<file path="src/rtl/armleocpu_operand_fetch.sv">
// Operand fetch stage between decode and execute: drives the register file read
// ports, tracks in-flight destinations in a scoreboard and bypasses same-cycle writeback.
module armleocpu_operand_fetch #(
    parameter int PC_W  = 32,
    parameter int UOP_W = 16
) (
    input  logic             clk,
    input  logic             rst_n,

    input  logic             in_valid,
    output logic             in_ready,
    input  logic [PC_W-1:0]  in_pc,
    input  logic [UOP_W-1:0] in_uop,
    input  logic             in_rs1_use,
    input  logic             in_rs2_use,
    input  logic [4:0]       in_rs1_addr,
    input  logic [4:0]       in_rs2_addr,
    input  logic             in_rd_write,
    input  logic [4:0]       in_rd_addr,

    output logic             rs1_read,
    output logic             rs2_read,
    output logic [4:0]       rs1_addr,
    output logic [4:0]       rs2_addr,
    input  logic [31:0]      rs1_rdata,
    input  logic [31:0]      rs2_rdata,

    input  logic             wb_write,
    input  logic [4:0]       wb_addr,
    input  logic [31:0]      wb_wdata,

    input  logic             flush,

    output logic             out_valid,
    input  logic             out_ready,
    output logic [PC_W-1:0]  out_pc,
    output logic [UOP_W-1:0] out_uop,
    output logic [31:0]      out_rs1_data,
    output logic [31:0]      out_rs2_data,
    output logic             out_rd_write,
    output logic [4:0]       out_rd_addr
);

    typedef enum logic {EMPTY, HELD} state_t;

    state_t             state_q, state_d;
    logic [31:0]        pend_q, pend_d;
    logic [PC_W-1:0]    pc_q, pc_d;
    logic [UOP_W-1:0]   uop_q, uop_d;
    logic               rd_write_q, rd_write_d;
    logic [4:0]         rd_addr_q, rd_addr_d;
    logic [1:0]         zero_q, zero_d;
    logic [1:0]         byp_q, byp_d;
    logic [1:0][31:0]   byp_data_q, byp_data_d;

    logic [1:0]         src_use;
    logic [1:0][4:0]    src_addr;
    logic [1:0][31:0]   src_rdata;
    logic [1:0]         src_busy;
    logic [1:0]         src_byp;
    logic [1:0][31:0]   op_data;
    logic               raw_hazard;
    logic               waw_hazard;
    logic               accept;
    logic               out_hs;

    // A register is busy if a producer is pending or sitting in the output slot,
    // unless its writeback lands this very cycle (then the bypass covers it).
    function automatic logic reg_busy(
        input logic [4:0]  a,
        input logic [31:0] pend,
        input logic        ov,
        input logic        rdw,
        input logic [4:0]  rda,
        input logic        wbw,
        input logic [4:0]  wba
    );
        return (a != 5'd0) && (pend[a] || (ov && rdw && (rda == a))) && !(wbw && (wba == a));
    endfunction

    assign out_valid = (state_q == HELD);
    assign src_use   = {in_rs2_use, in_rs1_use};
    assign src_addr  = {in_rs2_addr, in_rs1_addr};
    assign src_rdata = {rs2_rdata, rs1_rdata};

    genvar gi;
    generate
        for (gi = 0; gi < 2; gi++) begin : g_src
            assign src_busy[gi] = src_use[gi] &&
                reg_busy(src_addr[gi], pend_q, out_valid, rd_write_q, rd_addr_q, wb_write, wb_addr);
            assign src_byp[gi]  = wb_write && (wb_addr == src_addr[gi]) && (src_addr[gi] != 5'd0);
            assign op_data[gi]  = zero_q[gi] ? 32'd0 : (byp_q[gi] ? byp_data_q[gi] : src_rdata[gi]);
        end
    endgenerate

    assign raw_hazard = |src_busy;
    assign waw_hazard = in_rd_write &&
        reg_busy(in_rd_addr, pend_q, out_valid, rd_write_q, rd_addr_q, wb_write, wb_addr);

    // Gating with rst_n keeps the read enables low while reset is held.
    assign in_ready = rst_n && (!out_valid || out_ready) && !raw_hazard && !waw_hazard && !flush;
    assign accept   = in_valid && in_ready;
    assign out_hs   = out_valid && out_ready && !flush;

    assign rs1_addr = in_rs1_addr;
    assign rs2_addr = in_rs2_addr;
    assign rs1_read = accept && in_rs1_use;
    assign rs2_read = accept && in_rs2_use;

    assign out_pc       = pc_q;
    assign out_uop      = uop_q;
    assign out_rd_write = rd_write_q;
    assign out_rd_addr  = rd_addr_q;
    assign out_rs1_data = op_data[0];
    assign out_rs2_data = op_data[1];

    always_comb begin
        state_d    = state_q;
        pend_d     = pend_q;
        pc_d       = pc_q;
        uop_d      = uop_q;
        rd_write_d = rd_write_q;
        rd_addr_d  = rd_addr_q;
        zero_d     = zero_q;
        byp_d      = byp_q;
        byp_data_d = byp_data_q;

        if (flush) begin
            state_d = EMPTY;
        end else if (accept) begin
            state_d = HELD;
        end else if (out_hs) begin
            state_d = EMPTY;
        end

        if (accept) begin
            pc_d       = in_pc;
            uop_d      = in_uop;
            rd_write_d = in_rd_write;
            rd_addr_d  = in_rd_addr;
            for (int i = 0; i < 2; i++) begin
                zero_d[i]     = !src_use[i] || (src_addr[i] == 5'd0);
                byp_d[i]      = src_byp[i];
                byp_data_d[i] = wb_wdata;
            end
        end

        // Clear first so a set on the same index wins.
        if (wb_write) begin
            pend_d[wb_addr] = 1'b0;
        end
        if (out_hs && rd_write_q && (rd_addr_q != 5'd0)) begin
            pend_d[rd_addr_q] = 1'b1;
        end
        pend_d[0] = 1'b0;
    end

    always_ff @(posedge clk or negedge rst_n) begin
        if (!rst_n) begin
            state_q    <= EMPTY;
            pend_q     <= '0;
            pc_q       <= '0;
            uop_q      <= '0;
            rd_write_q <= 1'b0;
            rd_addr_q  <= '0;
            zero_q     <= 2'b11;
            byp_q      <= '0;
            byp_data_q <= '0;
        end else begin
            state_q    <= state_d;
            pend_q     <= pend_d;
            pc_q       <= pc_d;
            uop_q      <= uop_d;
            rd_write_q <= rd_write_d;
            rd_addr_q  <= rd_addr_d;
            zero_q     <= zero_d;
            byp_q      <= byp_d;
            byp_data_q <= byp_data_d;
        end
    end

endmodule

</file>
<file path="config.mk">
export PLATFORM = sky130hd
export DESIGN_NAME = armleocpu_operand_fetch
export DESIGN_NICKNAME = d
export VERILOG_FILES = /design/src/rtl/armleocpu_operand_fetch.sv
export SDC_FILE = /design/constraint.sdc
export NUM_CORES = 1
export LEC_CHECK = 0
export ABC_AREA = 1
export CAP_MARGIN = 15
export CORE_MARGIN = 10
export CORE_UTILIZATION = 39
export CTS_BUF_LIST = sky130_fd_sc_hd__clkbuf_4 sky130_fd_sc_hd__clkbuf_8 sky130_fd_sc_hd__clkbuf_16
export DETAILED_ROUTE_END_ITERATION = 8
export DONT_BUFFER_PORTS = 1
export GPL_TIMING_DRIVEN = 0
export MAX_ROUTING_LAYER = met4
export SYNTH_ARGS = -nofsm -noshare
export SYNTH_HDL_FRONTEND = slang
export SYNTH_SLANG_ARGS = --single-unit
export TNS_END_PERCENT = 30
</file>
<file path="constraint.sdc">
create_clock -name clk -period 5.6 [get_ports clk]
set_input_delay 0.28 -clock clk [delete_from_list [all_inputs] [get_ports clk]]
set_output_delay 0.28 -clock clk [all_outputs]
set_load 0.01 [all_outputs]
</file>
==> impl_metrics.yaml <==
timing:
  slew_headroom_pct: 45.5
  worstMarginPinSlew_ps: 812
  rsz0062_at_grt: "false"
  skew_ps: 11.7
  post-route-period-util_pct: 51.8
  finalCriticalPeriod_ps: 2900
  tns_ps: 0
  hold_violations: 0
  final-max-slew-violation-count: 0
  setup_viol: 0
  whs_ps: 12.2
  max_freq_ghz: 0.345
detailed_routing:
  routed_via_density: 5.39
  first_pass_iters: 6
  vias: 8101
  drcViolationCount: 0
  routedWlPerCell_um: 20.9
  wl_um: 31400
  ant_nets: 0
  drt-initial-drc-count: 785
clock_tree:
  cts.sinks: 122
  numCtsBuffers: 17
  cts_htree_levels: 4
  cts_setup_buffers: 0
  cts_tree: "done"
  cts_resized: 0
  cts_root_buf: "clkbuf_16"
  clkTransAtPathRegs_ps: 60
  clk_path_buf_depth: 2
  clk-insertion-delay-late_ps: 430
grt:
  met1_usage_pct: 28.1
  grt_util_met2_pct: 38.3
  grt_first_pass_wirelength_um: 48000
  use_met3_pct: 7.19
  grt-ovfl-total: 0
  first_global_vias: 8065
  grt.total_usage_pct: 23.9
  antenna_found_initial: 1
  grt_max_degree: 123
  grt_busiest_layer: "met2"
floorplanning:
  die_area_sq_mm: 0.0260
  fp.coreArea_sq_mm: 0.0195
  initial_core_util_pct: 39.8
  rows: 51
  io_pins: 305
  die_y_um: 161
  die_w_um: 161
setup_path:
  worst-setup-path-type: "reg -> out"
  path_buf_inv: 5
  cpMostUsedCell: "nand2_1"
  endpoint_kind: "output port"
  cp-start-kind: "flop"
  crit_required_ps: 5320
  slowest_delay_ps: 440
  cp_max_fo: 10
  critical_path.slowest_cell: "dfrtp_1"
  cp_top_family: "buffers and inverters"
  critical_path_arrival_ps: 2620
  path_cells: "buf_4, inv_1, o21ai_0, nor2_1, nand3_1, nand2_1, nor2_1, nand2_1, nand2_1, nand2_2, inv_2, nand3_2, buf_6, buf_8, nor2_2"
synth:
  synth-seq-area-share_pct: 39.3
  synth_area_leaders: "dfrtp_1, nand2_1, nand3_1, nand2_2, a21oi_1"
  synth_edf_count: 0
  synth-seq-cells: 122
  synth_cell_types: 29
  syn_inst: 1133
  avgSynthCellArea_sq_um: 6.85
  ys_warn_count: 0
  synthArstFlopShare_pct: 100
  synth_top_cell_area_share_pct: 38.7
  synth_top_flop_cell: "dfrtp_1"
  synthesis.nets: 1306
  yosysTopAreaCell: "dfrtp_1"
  syn-cell-area_sq_mm: 0.00777
cells_and_area:
  final_cell_mix: "nand2_1, nand3_1, dfrtp_1"
  layout-drive-gt1-share_pct: 14.0
  final_common_cell: "nand2_1"
  area_delta_synth_final_pct: 21.3
  final_nets: 1397
placement:
  portBuffers: 0
  gp_congestion: 0.974
  dp_hpwl_um: 23700
power:
  p_per_area_mw_per_mm2: 335
  p_total_mw: 3.15
  leakage_nw: 4.70
  vdd_drop_max_mv: 0.223
worst_hold_path:
  min_path_type: "in -> reg"
status:
  outcome: "finished, final reports clean"
flow_run:
  maxCapViolCount: 0
[through the flow]
step                      util, %  worst slack [ps]  cells  instance area [sq um]
after floorplan                 -              3580   1133                   7770
after global placement       41.5              3130   1398                   8100
after detailed placement     41.5              3150   1398                   8100
after CTS                    48.2              2680   1502                   9420
after global routing         48.2              2440   1503                   9420
final                        48.3              2700   1504                   9420
[registers in the layout, summed over array words and instances, names as in the netlist]
signal        flops
byp_data_q       32
byp_q             2
out_pc           32
out_rd_addr       5
out_rd_write      1
out_uop          16
out_valid         1
pend_q           31
zero_q            2
[synthesized netlist by cell type (10+ instances only)]
master and number:
nand2_1 388, nand3_1 164, dfrtp_1 120, a21oi_1 71, nand2_2 67, o21ai_0 64
inv_1 62, nor2_1 45, clkbuf_1 31, buf_2 21, buf_4 16, inv_2 15
nor3_1 12, xor2_1 10
[worst paths after layout]
path	from	end	slack, ps	cells after the start
hold / removal	in_rd_write	out_rd_write	10	2
max in group asynchronous	rst_n	pend_q[10]	4610	2
hold reg to reg	pend_q[21]	pend_q[21]	510	2
setup reg to reg	out_rd_addr[3]	byp_data_q[25]	3150	14
setup / recovery	out_rd_addr[3]	rs1_read	2700	15
min in group asynchronous	rst_n	byp_data_q[26]	430	2
[metal layers]
layer / up-vias / part of all wire [%]
met5: - / 0
met1: 3804 / 41
li1: 3831 / -
met3: 52 / 9.3
met2: 414 / 47
met4: 0 / 2.3
[report_power, final]
group | switching [mW] | internal [mW] | leakage (nW)
Clock | 0.477 | 0.627 | 0.267
Combinational | 0.487 | 0.253 | 2.86
Sequential | 0.249 | 1.06 | 1.57
[what timing repair did]
action	CTS	global route
hold buffers	72	0
setup endpoints to repair	0	0
hold endpoints to repair	192	0
[logic make-up (layout without fill, tap and decap cells)]
group / after synthesis / after routing / synth area share (%)
and+or+nand+nor: 686 / 686 / 38.6
other: 0 / 2 / 0
DFF: 122 / 122 / 39.3
buffers and inverters: 159 / 263 / 10.3
AOI/OAI and AO/OA: 153 / 153 / 10.2
xor gates and xnor gates: 13 / 13 / 1.47
[cell type report]
class / count / area (sq um)
fill: 2014 / 10100
multi-input combinational: 852 / 3910
sequential: 122 / 3060
timing repair buffer: 72 / 738
buffer: 82 / 512
clock buffer: 17 / 425
tap: 265 / 332
inverter: 77 / 289
clock inverter: 15 / 155
antenna: 2 / 5.00
No activity file was read; power rests on OpenSTA's default activity.
